<file path="src/rtl/y_stream_sink.sv">
// Receive-side frame buffer for the convolver output stream: captures LENY signed
// samples, tracks their running sum and count, then holds the frame until released.
module y_stream_sink #(
  parameter int WIDTH = 8,
  parameter int LENY  = 5,
  parameter int ADDRY = 3
) (
  input  logic                   clk,
  input  logic                   reset,
  input  logic [WIDTH-1:0]       s_data_in_y,
  input  logic                   s_valid_y,
  output logic                   s_ready_y,
  input  logic                   hold_off,
  input  logic [ADDRY-1:0]       rd_addr,
  output logic [WIDTH-1:0]       rd_data,
  output logic                   frame_done,
  output logic [WIDTH+ADDRY-1:0] frame_sum,
  output logic [ADDRY-1:0]       sample_cnt,
  input  logic                   release_frame
);

  localparam int SUM_W = WIDTH + ADDRY;
  localparam logic [ADDRY-1:0] LAST_PTR = ADDRY'(LENY - 1);
  localparam logic [ADDRY:0]   LENY_W   = (ADDRY + 1)'(LENY);

  typedef enum logic {RECV, FULL} state_t;

  state_t           state_q;
  logic [ADDRY-1:0] wr_ptr_q;
  logic [SUM_W-1:0] frame_sum_q;
  logic [SUM_W-1:0] frame_sum_d;
  logic             frame_done_q;
  logic [WIDTH-1:0] rd_data_q;
  logic [WIDTH-1:0] mem_q [2**ADDRY];
  logic             accept;

  assign s_ready_y   = (state_q == RECV) && !hold_off && !reset;
  assign accept      = s_valid_y && s_ready_y;
  assign frame_sum_d = frame_sum_q + {{ADDRY{s_data_in_y[WIDTH-1]}}, s_data_in_y};

  // NOTE: sequential state uses non-blocking assignments so every register samples
  // pre-edge values; reset wins because accept is already gated by !reset.
  always_ff @(posedge clk) begin
    if (reset) begin
      state_q      <= RECV;
      wr_ptr_q     <= '0;
      frame_sum_q  <= '0;
      frame_done_q <= 1'b0;
    end else begin
      case (state_q)
        RECV: begin
          if (accept) begin
            frame_sum_q <= frame_sum_d;
            if (wr_ptr_q == LAST_PTR) begin
              wr_ptr_q     <= '0;
              state_q      <= FULL;
              frame_done_q <= 1'b1;
            end else begin
              wr_ptr_q <= wr_ptr_q + 1'b1;
            end
          end
        end
        FULL: begin
          if (release_frame) begin
            state_q      <= RECV;
            frame_done_q <= 1'b0;
            frame_sum_q  <= '0;
          end
        end
        default: state_q <= RECV;
      endcase
    end
  end

  // NOTE: the sample buffer is deliberately left out of reset; only the read
  // register is cleared. Reading before the write gives old-data on collisions.
  always_ff @(posedge clk) begin
    if (accept) begin
      mem_q[wr_ptr_q] <= s_data_in_y;
    end
    if (reset) begin
      rd_data_q <= '0;
    end else if ({1'b0, rd_addr} < LENY_W) begin
      rd_data_q <= mem_q[rd_addr];
    end else begin
      rd_data_q <= '0;
    end
  end

  // The write pointer doubles as the per-frame sample count.
  assign sample_cnt = wr_ptr_q;
  assign frame_sum  = frame_sum_q;
  assign frame_done = frame_done_q;
  assign rd_data    = rd_data_q;

endmodule

</file>
<file path="config.mk">
export PLATFORM = sky130hd
export DESIGN_NAME = y_stream_sink
export DESIGN_NICKNAME = d
export VERILOG_FILES = /design/src/rtl/y_stream_sink.sv
export SDC_FILE = /design/constraint.sdc
export NUM_CORES = 1
export LEC_CHECK = 0
export ABC_AREA = 0
export CORE_MARGIN = 2
export CORE_UTILIZATION = 40
export DETAILED_ROUTE_END_ITERATION = 10
export GPL_ROUTABILITY_DRIVEN = 0
export MAX_ROUTING_LAYER = met4
export PLACE_DENSITY = 0.66
export SYNTH_ARGS = -nofsm -noshare
export SYNTH_HDL_FRONTEND = slang
export SYNTH_SLANG_ARGS = --single-unit
</file>
<file path="constraint.sdc">
create_clock -name clk -period 2.24 [get_ports clk]
set_input_delay 0.448 -clock clk [delete_from_list [all_inputs] [get_ports clk]]
set_output_delay 0.448 -clock clk [all_outputs]
set_load 0.01 [all_outputs]
</file>
==> results by group <==
Floorplanning
  • Row count: 30
  • Initial core utilization: 40.9%
  • Die Wd: 86.9 µm
  • Die Span Y: 86.9 µm
  • Top-Level Pins: 40
  • DIE AREA: 0.00755 mm²
  • Core ar.: 0.00672 mm²

Worst setup path
  • Crit-path leading delay family: compound AO/OA/AOI/OAI gates
  • Crit path top cell by count: a21o_1
  • Crit path buf inv count: 1
  • Worst setup SP type: input port
  • Crit path cell chain: clkdlybuf4s50_1, ha_1, a21o_1, a21o_1, a211o_1, a31oi_2, xor2_1, o21ai_1
  • Crit. End Element: flop
  • Crit-path max FO: 3
  • Kind of critical path: input port to flop
  • Crit path required time: 2460 ps
  • Crit path DAT: 2370 ps
  • Slowest CP cell: clkdlybuf4s50_1
  • Max incr delay on CP: 550 ps

Layout
  • Multi-input logic area: 0.00101 mm²
  • Register Area: 0.00168 mm²
  • Final layout net count: 316
  • Area growth from synthesis to layout: 33.6%
  • Final core occ: 54.6%
  • Number of inserted diodes: 0
  • Layout filler cell count: 588
  • Layout cell share with drive strength beyond 1: 21.9%
  • Finished layout cell area: 0.00367 mm²

GRT
  • GRT Overall Usage: 17.5%
  • Largest net degree at the start of global routing: 20
  • Vias in the first global route: 1,963
  • Initial antenna violation count: 0
  • GRT Residual Overflow: 0
  • First-pass GRT wire length: 9550 µm

STA
  • Min cycle time layout: 2150 ps
  • Max-slew violation total from the final report: 0
  • Max Clk Rate: 0.465 GHz
  • Measured slew at the worst slew-check pin: 437 ps
  • Final hold violation count: 0
  • Crit share post-route: 96.0%
  • Relative slew slack: 70.8%
  • Endpoints failing setup: 0
  • RSZ-0062 raised after global routing: false
  • Fin Hold WS: 445 ps
  • Setup Skew: 5.21 ps

Job
  • Total of max-cap violations: 0

Drt
  • DRC errors left: 0
  • Antenna-violating nets left: 0
  • Final wirelength: 5710 µm
  • Pre-antenna DRT Iters: 4
  • Via count: 1,927
  • Vias/cell: 5.18
  • DR WL/cell: 15.4 µm
  • Detailed Route Iter0 Violations: 94

Logic synthesis
  • Cells after synthesis: 206
  • Synth Area per Inst: 13.3 µm²
  • Post-synth top area cell: edfxtp_1
  • Sequential share of the synthesized area: 61.2%
  • Synth unique cells: 38
  • Most common cell in the netlist: edfxtp_1
  • Post-Synthesis Cell Area: 0.00275 mm²
  • Synth Flop Type: edfxtp_1
  • Top-area cell type share of the netlist area: 43.7%
  • Yosys Warn Count: 0
  • Post-synth ARST share: 0%
  • Post-synth EDFFs: 40
  • Post-synthesis net count: 235
  • Largest cells by area after synthesis: edfxtp_1 44%, dfxtp_1 17%, mux4_2 6.6%, ha_1 5.5%, a22oi_1 3.8%
  • Post-synth top cells: 40 x edfxtp_1, 24 x dfxtp_1, 18 x nor2_1, 14 x a22oi_1, 13 x a21oi_1
  • FF+latch count, synth: 64

Pwr
  • Pleak: 1.44 nW
  • VDD IR-drop max: 0.000329 V
  • Power Dens Cells: 678 mW/mm²

Clock tree
  • # hold bufs at CTS: 0
  • Clk Latency, worst-skew pair: 330 ps
  • TritonCTS Buffers: 9
  • Post-CTS Resized: 0
  • TritonCTS clock tree: built
  • Clk buf depth: 2
  • Clock Sinks: 64
  • Root buf cell: clkbuf_8
  • Post-CTS Setup Bufs: 0
  • H-tree depth: 3
  • Clock slew at reported path FFs: 70 ps

Place
  • Detailed Place HPWL: 4000 µm
  • Port Buf Inserts: 39
  • Cell Area, Placed: 0.00350 mm²

Min path
  • Worst hold path class: flop to flop

Status
  • Status: completed
worst paths after layout:
path / depth (start not counted) / start / slack (ps) / endpoint
worst max-delay path: 8 / s_data_in_y[1] / 90 / frame_sum[7]
worst min-delay path: 2 / frame_done / 440 / frame_done
worst max register to register: 7 / frame_sum[1] / 350 / frame_sum[7]
worst min register to register: 2 / frame_done / 440 / frame_done
layout by cell type (no fill, tap or decap), drive strengths merged, types with 2 or more instances in the layout:
master,netlist,final
a211oi,2,2
a21o,11,11
a21oi,13,13
a22oi,14,14
a31oi,2,2
and3,2,2
buf,3,38
clkbuf,4,12
clkdlybuf4s50,0,39
clkinv,1,4
dfxtp,24,24
edfxtp,40,40
ha,12,12
inv,5,5
mux4,8,8
nand2,12,12
nand3,2,2
nand3b,2,2
nand4,2,2
nor2,18,18
nor3,6,6
o21ai,5,5
xor2,6,6
flip-flops by register name, summed over array words and instances, names as in the netlist:
signal / flops
mem_q: 40
frame_sum: 11
rd_data: 8
sample_cnt: 3
frame_done: 1
state_q: 1
per-layer routing:
layer	global-route usage, %	part of all wire, %	up-vias
met4	6.82	0.46	0
met5	-	0	-
met1	21.2	46	939
met2	28.0	50	31
met3	4.55	3.2	2
li1	-	-	955
logic make-up (layout without fill, tap and decap cells):
logic type	count (synthesis)	count (layout)	synth area share (%)
and+or+nand+nor	48	48	8.29
muxes	8	8	6.56
xor gates and xnor gates	7	7	2.23
AOI/OAI and AO/OA	53	53	13.4
buffers and inverters	13	99	2.14
adders and majority gates	13	13	6.19
DFF	64	64	61.2
where the power goes:
part / internal [mW] / switching [mW] / leakage [nW]
Sequential: 1.28 / 0.0210 / 0.557
Clock: 0.423 / 0.408 / 0.0815
Combinational: 0.197 / 0.154 / 0.800
Total: 1.90 / 0.583 / 1.44
worst register-to-register path: stages (launching register included):
cell	delay, ps
dfxtp_1	400
ha_1	250
a21o_1	180
a21o_1	180
a211o_1	330
a31oi_2	190
xor2_1	170
o21ai_1	70
through the flow:
step	power [mW]	worst slack [ps]	std cells	TNS, ps
3_3_place_gp	1.68	-268	356	-1380
4_1_cts	2.53	42.3	372	0
6_report	2.49	88.6	372	0
3_5_place_dp	1.68	-309	356	-1610
2_1_floorplan	1.50	0.905	206	0
5_1_grt	2.62	10.3	372	0
layout make-up:
type	count	area share, %
clock buffers	12	3.95
repair buffers	77	18.8
well taps	80	2.73
clock inverters	4	0.546
flip-flops and latches	64	45.8
multi-input cells	129	27.6
inverters	6	0.614
No activity file was read; power rests on OpenSTA's default activity.
